$ cat config.mk
export PLATFORM = sky130hd
export DESIGN_NAME = processor_loader
export DESIGN_NICKNAME = d
export VERILOG_FILES = /design/src/rtl/processor_loader.sv
export SDC_FILE = /design/constraint.sdc
export NUM_CORES = 1
export LEC_CHECK = 0
export CORE_MARGIN = 8
export CORE_UTILIZATION = 30
export CTS_CLUSTER_SIZE = 24
export DETAILED_ROUTE_END_ITERATION = 8
export MAX_ROUTING_LAYER = met4
export PLACE_DENSITY = 0.64
export SETUP_SLACK_MARGIN = 0.3
export SLEW_MARGIN = 20
export SYNTH_ARGS = -nofsm -noshare
export SYNTH_HDL_FRONTEND = slang
export SYNTH_SLANG_ARGS = --single-unit
$ cat constraint.sdc
create_clock -name clk -period 3.5 [get_ports clk]
set_input_delay 0.35 -clock clk [delete_from_list [all_inputs] [get_ports clk]]
set_output_delay 0.35 -clock clk [all_outputs]
set_load 0.05 [all_outputs]
$ cat src/rtl/processor_loader.sv
// Loader/sequencer in front of the single-cycle MIPS core: loads program and data
// memories from a word stream, runs the core under a timeout, then drains results.
module processor_loader #(
    parameter int RESULT_BASE = 0,
    parameter int TIMEOUT     = 100000
) (
    input  logic        clk,
    input  logic        rst,
    input  logic [31:0] in_data,
    input  logic        in_valid,
    output logic        in_ready,
    output logic [31:0] out_data,
    output logic        out_valid,
    input  logic        out_ready,
    output logic [31:0] instr,
    output logic [9:0]  instr_addr,
    output logic        ins_we,
    output logic [31:0] data,
    output logic [9:0]  data_addr,
    output logic        data_we,
    output logic        proc_rst,
    input  logic [31:0] proc_out,
    input  logic        proc_done,
    output logic        busy,
    output logic        error
);

    localparam logic [9:0]  BASE_ADDR    = 10'(RESULT_BASE);
    localparam logic [31:0] TIMEOUT_LAST = 32'(TIMEOUT - 1);
    localparam logic [10:0] MAX_COUNT    = 11'd1024;

    typedef enum logic [3:0] {
        S_IDLE,
        S_HDR_D,
        S_HDR_R,
        S_LOAD_I,
        S_LOAD_D,
        S_FLUSH,
        S_RUN,
        S_DRAIN,
        S_ERR
    } state_t;

    state_t      state_reg, state_next;
    logic [10:0] n_i_reg, n_i_next;
    logic [10:0] n_d_reg, n_d_next;
    logic [10:0] n_r_reg, n_r_next;
    logic [10:0] cnt_reg, cnt_next;
    logic [31:0] timer_reg, timer_next;
    logic [31:0] instr_reg, instr_next;
    logic [9:0]  instr_addr_reg, instr_addr_next;
    logic        ins_we_reg, ins_we_next;
    logic [31:0] data_reg, data_next;
    logic [9:0]  data_addr_reg, data_addr_next;
    logic        data_we_reg, data_we_next;
    logic [31:0] out_data_reg, out_data_next;
    logic        out_valid_reg, out_valid_next;

    logic [10:0] hdr_word;
    logic        hdr_zero;
    logic        hdr_big;
    logic        load_phase;
    logic        beat;

    assign hdr_word   = in_data[10:0];
    assign hdr_zero   = (hdr_word == 11'd0);
    assign hdr_big    = (hdr_word > MAX_COUNT);
    assign load_phase = (state_reg == S_IDLE)   || (state_reg == S_HDR_D) ||
                        (state_reg == S_HDR_R)  || (state_reg == S_LOAD_I) ||
                        (state_reg == S_LOAD_D);
    // Gating with rst keeps a beat from being consumed in the cycle the reset lands.
    assign in_ready   = load_phase && !rst;
    assign beat       = in_valid && in_ready;

    always_ff @(posedge clk) begin
        if (rst) begin
            state_reg      <= S_IDLE;
            n_i_reg        <= '0;
            n_d_reg        <= '0;
            n_r_reg        <= '0;
            cnt_reg        <= '0;
            timer_reg      <= '0;
            instr_reg      <= '0;
            instr_addr_reg <= '0;
            ins_we_reg     <= 1'b0;
            data_reg       <= '0;
            data_addr_reg  <= '0;
            data_we_reg    <= 1'b0;
            out_data_reg   <= '0;
            out_valid_reg  <= 1'b0;
        end else begin
            state_reg      <= state_next;
            n_i_reg        <= n_i_next;
            n_d_reg        <= n_d_next;
            n_r_reg        <= n_r_next;
            cnt_reg        <= cnt_next;
            timer_reg      <= timer_next;
            instr_reg      <= instr_next;
            instr_addr_reg <= instr_addr_next;
            ins_we_reg     <= ins_we_next;
            data_reg       <= data_next;
            data_addr_reg  <= data_addr_next;
            data_we_reg    <= data_we_next;
            out_data_reg   <= out_data_next;
            out_valid_reg  <= out_valid_next;
        end
    end

    always_comb begin
        state_next      = state_reg;
        n_i_next        = n_i_reg;
        n_d_next        = n_d_reg;
        n_r_next        = n_r_reg;
        cnt_next        = cnt_reg;
        timer_next      = timer_reg;
        instr_next      = instr_reg;
        instr_addr_next = instr_addr_reg;
        ins_we_next     = 1'b0;
        data_next       = data_reg;
        data_addr_next  = data_addr_reg;
        data_we_next    = 1'b0;
        out_data_next   = out_data_reg;
        out_valid_next  = out_valid_reg;

        case (state_reg)
            S_IDLE: begin
                if (beat) begin
                    if (hdr_zero || hdr_big) begin
                        state_next = S_ERR;
                    end else begin
                        n_i_next   = hdr_word;
                        state_next = S_HDR_D;
                    end
                end
            end
            S_HDR_D: begin
                if (beat) begin
                    if (hdr_big) begin
                        state_next = S_ERR;
                    end else begin
                        n_d_next   = hdr_word;
                        state_next = S_HDR_R;
                    end
                end
            end
            S_HDR_R: begin
                if (beat) begin
                    if (hdr_zero || hdr_big) begin
                        state_next = S_ERR;
                    end else begin
                        n_r_next   = hdr_word;
                        cnt_next   = '0;
                        state_next = S_LOAD_I;
                    end
                end
            end
            S_LOAD_I: begin
                if (beat) begin
                    instr_next      = in_data;
                    instr_addr_next = cnt_reg[9:0];
                    ins_we_next     = 1'b1;
                    if (cnt_reg == n_i_reg - 11'd1) begin
                        cnt_next   = '0;
                        state_next = (n_d_reg == 11'd0) ? S_FLUSH : S_LOAD_D;
                    end else begin
                        cnt_next = cnt_reg + 11'd1;
                    end
                end
            end
            S_LOAD_D: begin
                if (beat) begin
                    data_next      = in_data;
                    data_addr_next = cnt_reg[9:0];
                    data_we_next   = 1'b1;
                    if (cnt_reg == n_d_reg - 11'd1) begin
                        cnt_next   = '0;
                        state_next = S_FLUSH;
                    end else begin
                        cnt_next = cnt_reg + 11'd1;
                    end
                end
            end
            S_FLUSH: begin
                // One idle cycle so the final write pulse lands while the core is still in reset.
                timer_next = '0;
                state_next = S_RUN;
            end
            S_RUN: begin
                if (proc_done) begin
                    cnt_next       = '0;
                    data_addr_next = BASE_ADDR;
                    out_valid_next = 1'b0;
                    state_next     = S_DRAIN;
                end else if (timer_reg == TIMEOUT_LAST) begin
                    state_next = S_ERR;
                end else begin
                    timer_next = timer_reg + 32'd1;
                end
            end
            S_DRAIN: begin
                // Alternate capture and hold: data_addr settles first, then proc_out is sampled.
                if (!out_valid_reg) begin
                    out_data_next  = proc_out;
                    out_valid_next = 1'b1;
                end else if (out_ready) begin
                    out_valid_next = 1'b0;
                    if (cnt_reg == n_r_reg - 11'd1) begin
                        state_next = S_IDLE;
                    end else begin
                        cnt_next       = cnt_reg + 11'd1;
                        data_addr_next = data_addr_reg + 10'd1;
                    end
                end
            end
            S_ERR: begin
                state_next = S_ERR;
            end
            default: begin
                state_next = S_IDLE;
            end
        endcase
    end

    assign out_data   = out_data_reg;
    assign out_valid  = out_valid_reg;
    assign instr      = instr_reg;
    assign instr_addr = instr_addr_reg;
    assign ins_we     = ins_we_reg;
    assign data       = data_reg;
    assign data_addr  = data_addr_reg;
    assign data_we    = data_we_reg;
    assign proc_rst   = !((state_reg == S_RUN) || (state_reg == S_DRAIN));
    assign busy       = !((state_reg == S_IDLE) || (state_reg == S_ERR));
    assign error      = (state_reg == S_ERR);

endmodule

==> impl_metrics.yaml, run 1 <==
cells_and_area:
  syn2layout_area_growth_pct: 31.41
  n_antenna_cell: 0
  finalNetCount: 1366
  utilization: 0.3965
  layout-drive-gt1-share: 0.05828
detailed_routing:
  vias: 8362
  route.detailed.drc: 0
  drt_pass1_iterations: 5
  viasPerCell: 4.919
  routedWlPerCell_um: 16.47
  drtAntennaViolNets: 0
  drt_iter0_drc: 565
  wl_mm: 28.00
setup_path:
  critical_path.max_stage_delay_ns: 0.42
  end_kind: "flop"
  crit_chain: "ha_1, nor4bb_1, nand4_1, o311ai_2, a21oi_1, nand2_1, o21ai_0, nor4_2, mux2i_1"
  rr_worst_depth: 9
  path_max_fanout: 6
  rrSetupSlack_ns: 0.60
  worst_ep_arrival_time_ns: 3.26
  cpLargestDelayFamily: "simple AND/OR/NAND/NOR gates"
  r2r_start: "timer_reg[1]"
  worstSetupPathType: "flop to flop"
  crit_path_start_kind: "flop"
  cp.buffers_inverters: 0
  crit_path_top_delay_cell: "nor4_2"
  reg2reg_to: "state_reg[2]"
  required_ns: 3.86
  critical_path_depth: 9
global_route:
  grt_pass1_vias: 8049
  grt_pass1_wl_mm: 44.24
  antenna_found_initial: 0
  gr-usage-all-layers: 0.1561
  grt_max_degree: 95
  grt_overflow: 0
clock_tree:
  cts_sinks: 199
  root_buffer: "clkbuf_16"
  clk_latency_ns: 0.44
  path_clk_slew_ns: 0.09
  postCtsHoldBufs: 0
  htreeDepth: 4
  max-clock-path-buffers: 2
  tritoncts: "done"
  cts_inserted_buffers: 17
synthesis:
  ys_types: 70
  synth-seq-cells: 199
  ys_async_sr_fraction: 0
  synth_warnings: 0
  syn_nets: 1210
  synth_area_leaders: "dfxtp_1 44%, nand2_1 11%, a21oi_1 6.4%"
  ys.flop_type: "dfxtp_1"
  yosysSeqAreaShare: 0.4362
  synth-edff-count: 0
  synthTopCellsByCount: "275 x nand2_1, 199 x dfxtp_1, 117 x a21oi_1"
  synth_most_common_cell: "nand2_1"
  yosys.area.top_type: "dfxtp_1"
  synth.avg_cell_area_sq_um: 8.047
  synthDominantCellAreaShare: 0.4362
  synth_cells: 1135
  synth_area_sq_um: 9134
power:
  power_density_nw_per_um2: 397.6
  p_int_mw: 3.445
  p_sw_frac: 0.2781
  seqPwrFrac: 0.484
  combinationalPowerShare: 0.079
  switchingPower_mw: 1.327
  vdd_drop_max_mv: 0.2713
  p_leak_nw: 4.231
  clock_power_share: 0.437
floorplan:
  die_h_um: 190.5
  fp.dieW_um: 190.5
  start_util: 0.3018
  fp-row-count: 64
  dieArea_sq_um: 36280
  core_area_sq_um: 30270
  ios: 192
timing:
  skew_ns: 0.01751
  timing.slew.headroom: 0.2934
  rsz0062_at_grt: "no"
  final_hold_viol_count: 0
  finalSetupViolCount: 0
  min_period_ns: 2.899
  worst_pin_slew_ns: 1.060
  fmax_ghz: 0.3450
  drv_slew: 0
  setup_tns_ns: 0
  fin_crit_sh: 0.8282
hold_path:
  holdPathEnd: "state_reg[2]"
  hold_path.class: "primary input to flop"
  min_from: "rst"
  hold_depth: 4
placement:
  post-dp-hpwl_mm: 19.69
  gp_congestion: 0.8367
  numPortBuffers: 191
outcome:
  status: "completed"
flow_run:
  drv_cap: 0
-- worst max-delay path by stage --
stage / startpoint / endpoint / slack (ns)
6_report: timer_reg[1] / state_reg[2] / 0.60
5_1_grt: n_i_reg[0] / state_reg[2] / 0.31
4_1_cts: state_reg[1] / timer_reg[24] / 0.48
3_5_place_dp: state_reg[1] / timer_reg[24] / 0.50
3_3_place_gp: state_reg[1] / timer_reg[30] / 0.52
2_1_floorplan: n_i_reg[0] / state_reg[0] / 0.98
-- power by group through the flow --
| stage | registers (mW) | clock network, mW | logic (mW) |
|---|---|---|---|
| final | 2.31 | 2.08 | 0.377 |
| after CTS | 2.31 | 2.13 | 0.379 |
| after global placement | 2.36 | 0 | 0.373 |
| after detailed placement | 2.36 | 0 | 0.375 |
| after global routing | 2.32 | 2.23 | 0.408 |
| after floorplan | 2.35 | 0 | 0.230 |
-- layout by cell type (no fill, tap or decap), types with 3 or more instances in the layout --
master | Yosys | layout
nand3_1 | 18 | 18
xor2_1 | 42 | 42
xnor2_1 | 34 | 34
buf_4 | 0 | 19
a31oi_1 | 6 | 6
mux2i_1 | 37 | 37
or3_1 | 12 | 11
clkdlybuf4s50_1 | 0 | 190
nand4b_1 | 3 | 3
ha_1 | 6 | 6
a311oi_1 | 4 | 3
nor2_1 | 100 | 99
nor4b_1 | 4 | 4
inv_12 | 0 | 4
nor4_4 | 3 | 3
nand4_1 | 17 | 17
o21ai_1 | 8 | 9
nand3b_1 | 5 | 5
and3_1 | 18 | 18
nand2_1 | 275 | 275
a211oi_1 | 6 | 6
clkbuf_16 | 0 | 17
a32o_1 | 3 | 3
o31ai_1 | 5 | 5
nor4_1 | 11 | 11
o21a_1 | 3 | 3
clkinv_8 | 0 | 6
a22oi_1 | 10 | 10
nor3_1 | 29 | 29
nor3b_1 | 3 | 3
inv_1 | 18 | 18
a21oi_1 | 117 | 117
or4_1 | 3 | 3
dfxtp_1 | 199 | 198
o21ai_0 | 18 | 17
-- cell type report --
class	count	area, sq um
fillers	3063	18270
well taps	396	495.5
multi-input cells	844	4751
clock buffers	17	425.4
clock inverters	15	210.2
repair buffers	210	2064
flip-flops and latches	199	3985
inverters	19	71.32
-- worst register-to-register path, stage by stage, from the launching register on --
cell	delay, ns
dfxtp_1	0.40
ha_1	0.29
nor4bb_1	0.33
nand4_1	0.18
o311ai_2	0.37
a21oi_1	0.23
nand2_1	0.18
o21ai_0	0.18
nor4_2	0.42
mux2i_1	0.24
-- kinds of logic after synthesis --
logic type | after synthesis | synth area share
buffers and inverters | 92 | 0.04630
flip-flops | 199 | 0.4362
adder cells (fa/ha/maj) | 6 | 0.008219
AO/OA/AOI/OAI | 203 | 0.1332
multiplexers | 39 | 0.04301
XOR/XNOR | 76 | 0.07288
AND/OR/NAND/NOR | 520 | 0.2603
-- per-layer routing --
metal / up-vias / GRT usage / share of wire
met3: 23 / 0.03658 / 0.058
met5: - / - / 0
met2: 213 / 0.2512 / 0.48
li1: 4196 / - / -
met1: 3930 / 0.1931 / 0.45
met4: 0 / 0.04415 / 0.015
-- metrics by stage --
stage	setup slack, ns	cell area, sq um	instances	power [mW]	hold WS, ns
3_3_place_gp	0.5166	11350	1668	2.736	0.4406
3_5_place_dp	0.4966	11350	1668	2.739	0.4453
4_1_cts	0.4815	11990	1700	4.817	0.2220
5_1_grt	0.3140	12000	1700	4.955	0.2512
2_1_floorplan	0.9823	9134	1135	2.584	0.4666
6_report	0.6012	12000	1700	4.772	0.2276
-- repair_timing --
item                                    4_1_cts  5_1_grt
resized for setup                             0        2
endpoints found under the setup margin        0        8
buffers inserted                              0        0
Note: power is estimated with default switching activity, not from simulation.
==> inputs of run 2 (changes only) <==
- PLACE_DENSITY: 0.64 -> 0.66
- clock period: 3.5 -> 2.5 ns (I/O delays scaled with it)
==> run 2 against run 1 <==
- the flow now finishes with violations (setup timing)
- via count rose by 6.4%
- critical path depth rose by 1
- sequential share of layout area fell by 3.3 points
- sequential power rose by 39%
- worst hold slack improved by 0.12 ns
- largest power group unchanged
==> impl_metrics.yaml, run 2 (synthesized netlist as in run 1, its figures left out) <==
outcome:
  status: "finished, violations left"
  violations: "setup timing"
power:
  power.total_mw: 6.761
  p_leak_nw: 4.954
  vdd_drop_max_mv: 0.3645
  power_density_nw_per_um2: 504.8
global_route:
  gr-usage-all-layers: 0.1613
  grt_pass1_wl_mm: 46.02
  grt_pass1_vias: 8762
  antenna_found_initial: 0
  grt_max_degree: 166
  met1_usage: 0.1934
  grt_busiest_layer: "met2"
  met2_usage: 0.2602
  grt_overflow: 0
  use_met3: 0.04700
floorplan:
  dieArea_sq_um: 36280
  ios: 192
  fp.dieW_um: 190.5
  fp-row-count: 64
  core_area_sq_um: 30270
  start_util: 0.3018
  die_h_um: 190.5
detailed_routing:
  drt_pass1_iterations: 6
  vias: 8900
  wl_mm: 29.69
  drtAntennaViolNets: 0
  route.detailed.drc: 0
  drt_iter0_drc: 515
  viasPerCell: 4.964
  routedWlPerCell_um: 16.56
cells_and_area:
  n_antenna_cell: 0
  utilization: 0.4425
  n_fill_cell: 2908
  mostFrequentLayoutCells: "267 x nand2_1, 187 x dfxtp_1, 185 x clkdlybuf4s50_1, 114 x a21oi_1, 96 x buf_4"
  seqCellArea_sq_um: 4001
  syn2layout_area_growth_pct: 46.63
  layout_commonest_cell: "nand2_1"
  layout-drive-gt1-share: 0.1911
  multiInputGateArea_sq_um: 5333
  finalNonFillerCells: 1793
  postLayoutCellArea_sq_um: 13390
  finalNetCount: 1460
setup_path:
  worst_ep_arrival_time_ns: 2.91
  crit_path_top_delay_cell: "or4_4"
  crit_path_start_kind: "flop"
  required_ns: 2.78
  worstSetupPathType: "flop to flop"
  rrSetupSlack_ns: -0.13
  end_kind: "flop"
  path_max_fanout: 9
  critical_path.max_stage_delay_ns: 0.56
  crit_chain: "or4_4, nor4_4, mux2i_1, o31ai_1, a2111oi_2, buf_4, o21ai_4, nor3_4, buf_12, nor3_1"
timing:
  worst_pin_slew_ns: 0.7838
  skew_ns: 0.01555
  timing.slew.headroom: 0.4775
  rsz0062_at_grt: "yes"
  finalSetupViolCount: 16
  fin_ws_ns: -0.1310
  fmax_ghz: 0.3801
  holdWs_ns: 0.3459
  setup_tns_ns: -1.488
  min_period_ns: 2.631
  drv_slew: 0
  fin_crit_sh: 1.052
  final_hold_viol_count: 0
hold_path:
  hold_path.class: "primary input to flop"
placement:
  place_inst: 1736
  numPortBuffers: 191
  dpl-instance-area_sq_um: 12000
  gp_congestion: 0.8383
  post-dp-hpwl_mm: 20.43
  place_ws_ns: -0.2124
clock_tree:
  tritoncts: "done"
  path_clk_slew_ns: 0.08
  clk_latency_ns: 0.44
  root_buffer: "clkbuf_16"
  cts_sinks: 199
  max-clock-path-buffers: 2
  cts_inserted_buffers: 17
  htreeDepth: 4
  postCtsHoldBufs: 0
flow_run:
  drv_cap: 0
==> run 2: changes by cell type in the layout (fill, tap and decap cells not counted), sizes merged <==
cell and delta:
clkinvlp +1, bufinv +2, clkdlybuf4s50 -5, buf +98
dlymetal6s2s +1, inv -3, clkinv -1
==> run 2: layout make-up <==
| class | instances | area share |
|---|---|---|
| clock buffer | 17 | 0.03176 |
| clock inverter | 14 | 0.01420 |
| inverter | 19 | 0.005325 |
| multi-input combinational | 844 | 0.3982 |
| sequential | 199 | 0.2988 |
| tap | 396 | 0.03700 |
| timing repair buffer | 304 | 0.2148 |
==> run 2: final timing paths <==
path,start,endpoint,depth (start not counted)
worst min-delay path,proc_out[23],out_data[23],3
worst min register to register,instr[26],instr[26],2
worst max-delay path,n_d_reg[2],cnt_reg[5],10
worst max register to register,n_d_reg[2],cnt_reg[5],10
==> run 2: critical path, delay by kind of cell (launching register included) <==
| kind | cells | cell delay [ns] |
|---|---|---|
| AND/OR/NAND/NOR | 4 | 1.06 |
| AO/OA/AOI/OAI | 3 | 0.51 |
| buffers and inverters | 2 | 0.35 |
| flip-flops | 1 | 0.33 |
| multiplexers | 1 | 0.22 |
==> run 2: power breakdown <==
group / total (mW) / switching (mW) / internal (mW)
clock network: 2.87 / 1.34 / 1.52
registers: 3.22 / 0.0279 / 3.19
logic: 0.678 / 0.364 / 0.314
==> run 2: per-layer routing <==
metal  up-vias  wire length [um]
met5         -                 0
met4         0               722
met3        49              1807
met2       240             14280
met1      4249             12880
li1       4362                 -
==> run 2: repair_timing <==
item / CTS / global route
setup buffers: 16 / 8
cloned: 2 / 0
gates resized for setup: 52 / 76
pin swaps: 27 / 50
setup endpoints to repair: 57 / 105
==> inputs of run 3 (changes only) <==
- PLACE_DENSITY: 0.66 -> 0.64
- clock period: 2.5 -> 3.1 ns (I/O delays scaled with it)
==> run 3 against run 2 <==
- the run now ends clean
- setup slack gained 0.44 ns
- die area is the same
- sequential power shrank 20%
- register-to-register slack gained 0.44 ns
- critical path type unchanged
==> impl_metrics.yaml, run 3 (synthesized netlist as in run 1, its figures left out) <==
timing:
  min_period_ns: 2.789
  setup_tns_ns: 0
  drv_slew: 0
  worst_pin_slew_ns: 0.8160
  timing.slew.headroom: 0.4560
  holdWs_ns: 0.1966
  fmax_ghz: 0.3586
  final_hold_viol_count: 0
  finalSetupViolCount: 0
  fin_ws_ns: 0.3113
  fin_crit_sh: 0.8996
  rsz0062_at_grt: "yes"
  skew_ns: 0.01930
floorplan:
  die_h_um: 190.5
  start_util: 0.3018
  dieArea_sq_um: 36280
  fp-row-count: 64
  ios: 192
  fp.dieW_um: 190.5
  core_area_sq_um: 30270
cells_and_area:
  n_fill_cell: 3070
  mostFrequentLayoutCells: "275 x nand2_1, 196 x dfxtp_1, 188 x clkdlybuf4s50_1, 117 x a21oi_1, 99 x nor2_1"
  layout-drive-gt1-share: 0.08094
  finalNetCount: 1384
  n_antenna_cell: 0
  syn2layout_area_growth_pct: 34.08
  utilization: 0.4046
  layout_commonest_cell: "nand2_1"
detailed_routing:
  routedWlPerCell_um: 16.76
  route.detailed.drc: 0
  wl_mm: 28.79
  drt_iter0_drc: 563
  viasPerCell: 4.936
  drtAntennaViolNets: 0
  drt_pass1_iterations: 5
  vias: 8480
setup_path:
  crit_chain: "or4_4, nor4_4, mux2i_1, o31ai_2, a2111oi_2, buf_4, nor2_1, nor4_2, buf_4, o221a_1"
  critical_path.max_stage_delay_ns: 0.56
  end_kind: "flop"
  path_max_fanout: 4
  crit_path_top_delay_cell: "or4_4"
  required_ns: 3.47
  worstSetupPathType: "flop to flop"
  worst_ep_arrival_time_ns: 3.16
  crit_path_start_kind: "flop"
  cpLargestDelayFamily: "simple AND/OR/NAND/NOR gates"
  cp.buffers_inverters: 2
  crit_path_frequent_cell: "buf_4"
clock_tree:
  htreeDepth: 4
  path_clk_slew_ns: 0.08
  max-clock-path-buffers: 2
  clk_latency_ns: 0.44
  root_buffer: "clkbuf_16"
  postCtsHoldBufs: 0
  cts_sinks: 199
  tritoncts: "done"
  cts_inserted_buffers: 17
flow_run:
  drv_cap: 0
global_route:
  gr-usage-all-layers: 0.1597
  grt_pass1_vias: 8346
  grt_pass1_wl_mm: 45.17
  grt_overflow: 0
  grt_max_degree: 165
  antenna_found_initial: 0
placement:
  place_ws_ns: 0.2213
  numPortBuffers: 191
  gp_congestion: 0.8398
  post-dp-hpwl_mm: 20.20
power:
  vdd_drop_max_mv: 0.3150
  power_density_nw_per_um2: 441.8
  p_leak_nw: 4.362
  power.total_mw: 5.411
hold_path:
  hold_path.class: "primary input to flop"
outcome:
  status: "completed"
-- run 3: cell types whose count changed in the layout (fill, tap and decap cells not counted), sizes merged --
cell | previous run | this run
clkinvlp | 2 | 1
clkinv | 6 | 7
bufinv | 2 | 1
inv | 23 | 25
dlygate4sd2 | 0 | 1
clkdlybuf4s50 | 185 | 188
buf | 118 | 38
-- run 3: cell type report --
| cell class | instances | area (sq um) | share of cell area |
|---|---|---|---|
| clock inverter | 15 | 198.9 | 0.01624 |
| timing repair buffer | 228 | 2217 | 0.1810 |
| tap | 396 | 495.5 | 0.04046 |
| multi-input combinational | 844 | 4848 | 0.3959 |
| clock buffer | 17 | 425.4 | 0.03474 |
| sequential | 199 | 3990 | 0.3258 |
| inverter | 19 | 71.32 | 0.005823 |
-- run 3: routing by layer --
layer  track usage  share of wire  routed length (um)
met1        0.1942           0.45               12910
met2        0.2624           0.48               13930
met5             -              0                   0
met4       0.04475          0.016                 460
met3       0.03621          0.052                1488
-- run 3: path summary, 6_finish.rpt --
kind | start | to | slack, ns | depth (start not counted)
worst max-delay path | n_d_reg[3] | state_reg[0] | 0.31 | 10
worst min-delay path | rst | state_reg[2] | 0.20 | 4
worst max register to register | n_d_reg[3] | state_reg[0] | 0.31 | 10
worst min register to register | instr_addr[2] | instr_addr[2] | 0.45 | 2
-- run 3: power breakdown --
part           leakage [nW]  internal [mW]  switching, mW
sequential             1.61           2.57         0.0225
combinational          2.46          0.217          0.265
clock                 0.302           1.18           1.16
total                  4.36           3.97           1.44
-- run 3: tightest hold or removal path: stages --
cell,delay (ns)
buf_4,0.11
nor2_1,0.05
nand2_1,0.05
mux2i_1,0.05
-- run 3: per-stage QoR --
| stage | cells | area (sq um) |
|---|---|---|
| 4_1_cts | 1714 | 12120 |
| 3_5_place_dp | 1679 | 11450 |
| 5_1_grt | 1718 | 12250 |
| 2_1_floorplan | 1135 | 9134 |
| 3_3_place_gp | 1679 | 11450 |
| 6_report | 1718 | 12250 |
-- run 3: what timing repair did --
item / 4_1_cts / 5_1_grt
pin swaps: 2 / 5
gates resized for setup: 8 / 18
setup endpoints to repair: 19 / 35
setup buffers: 3 / 4
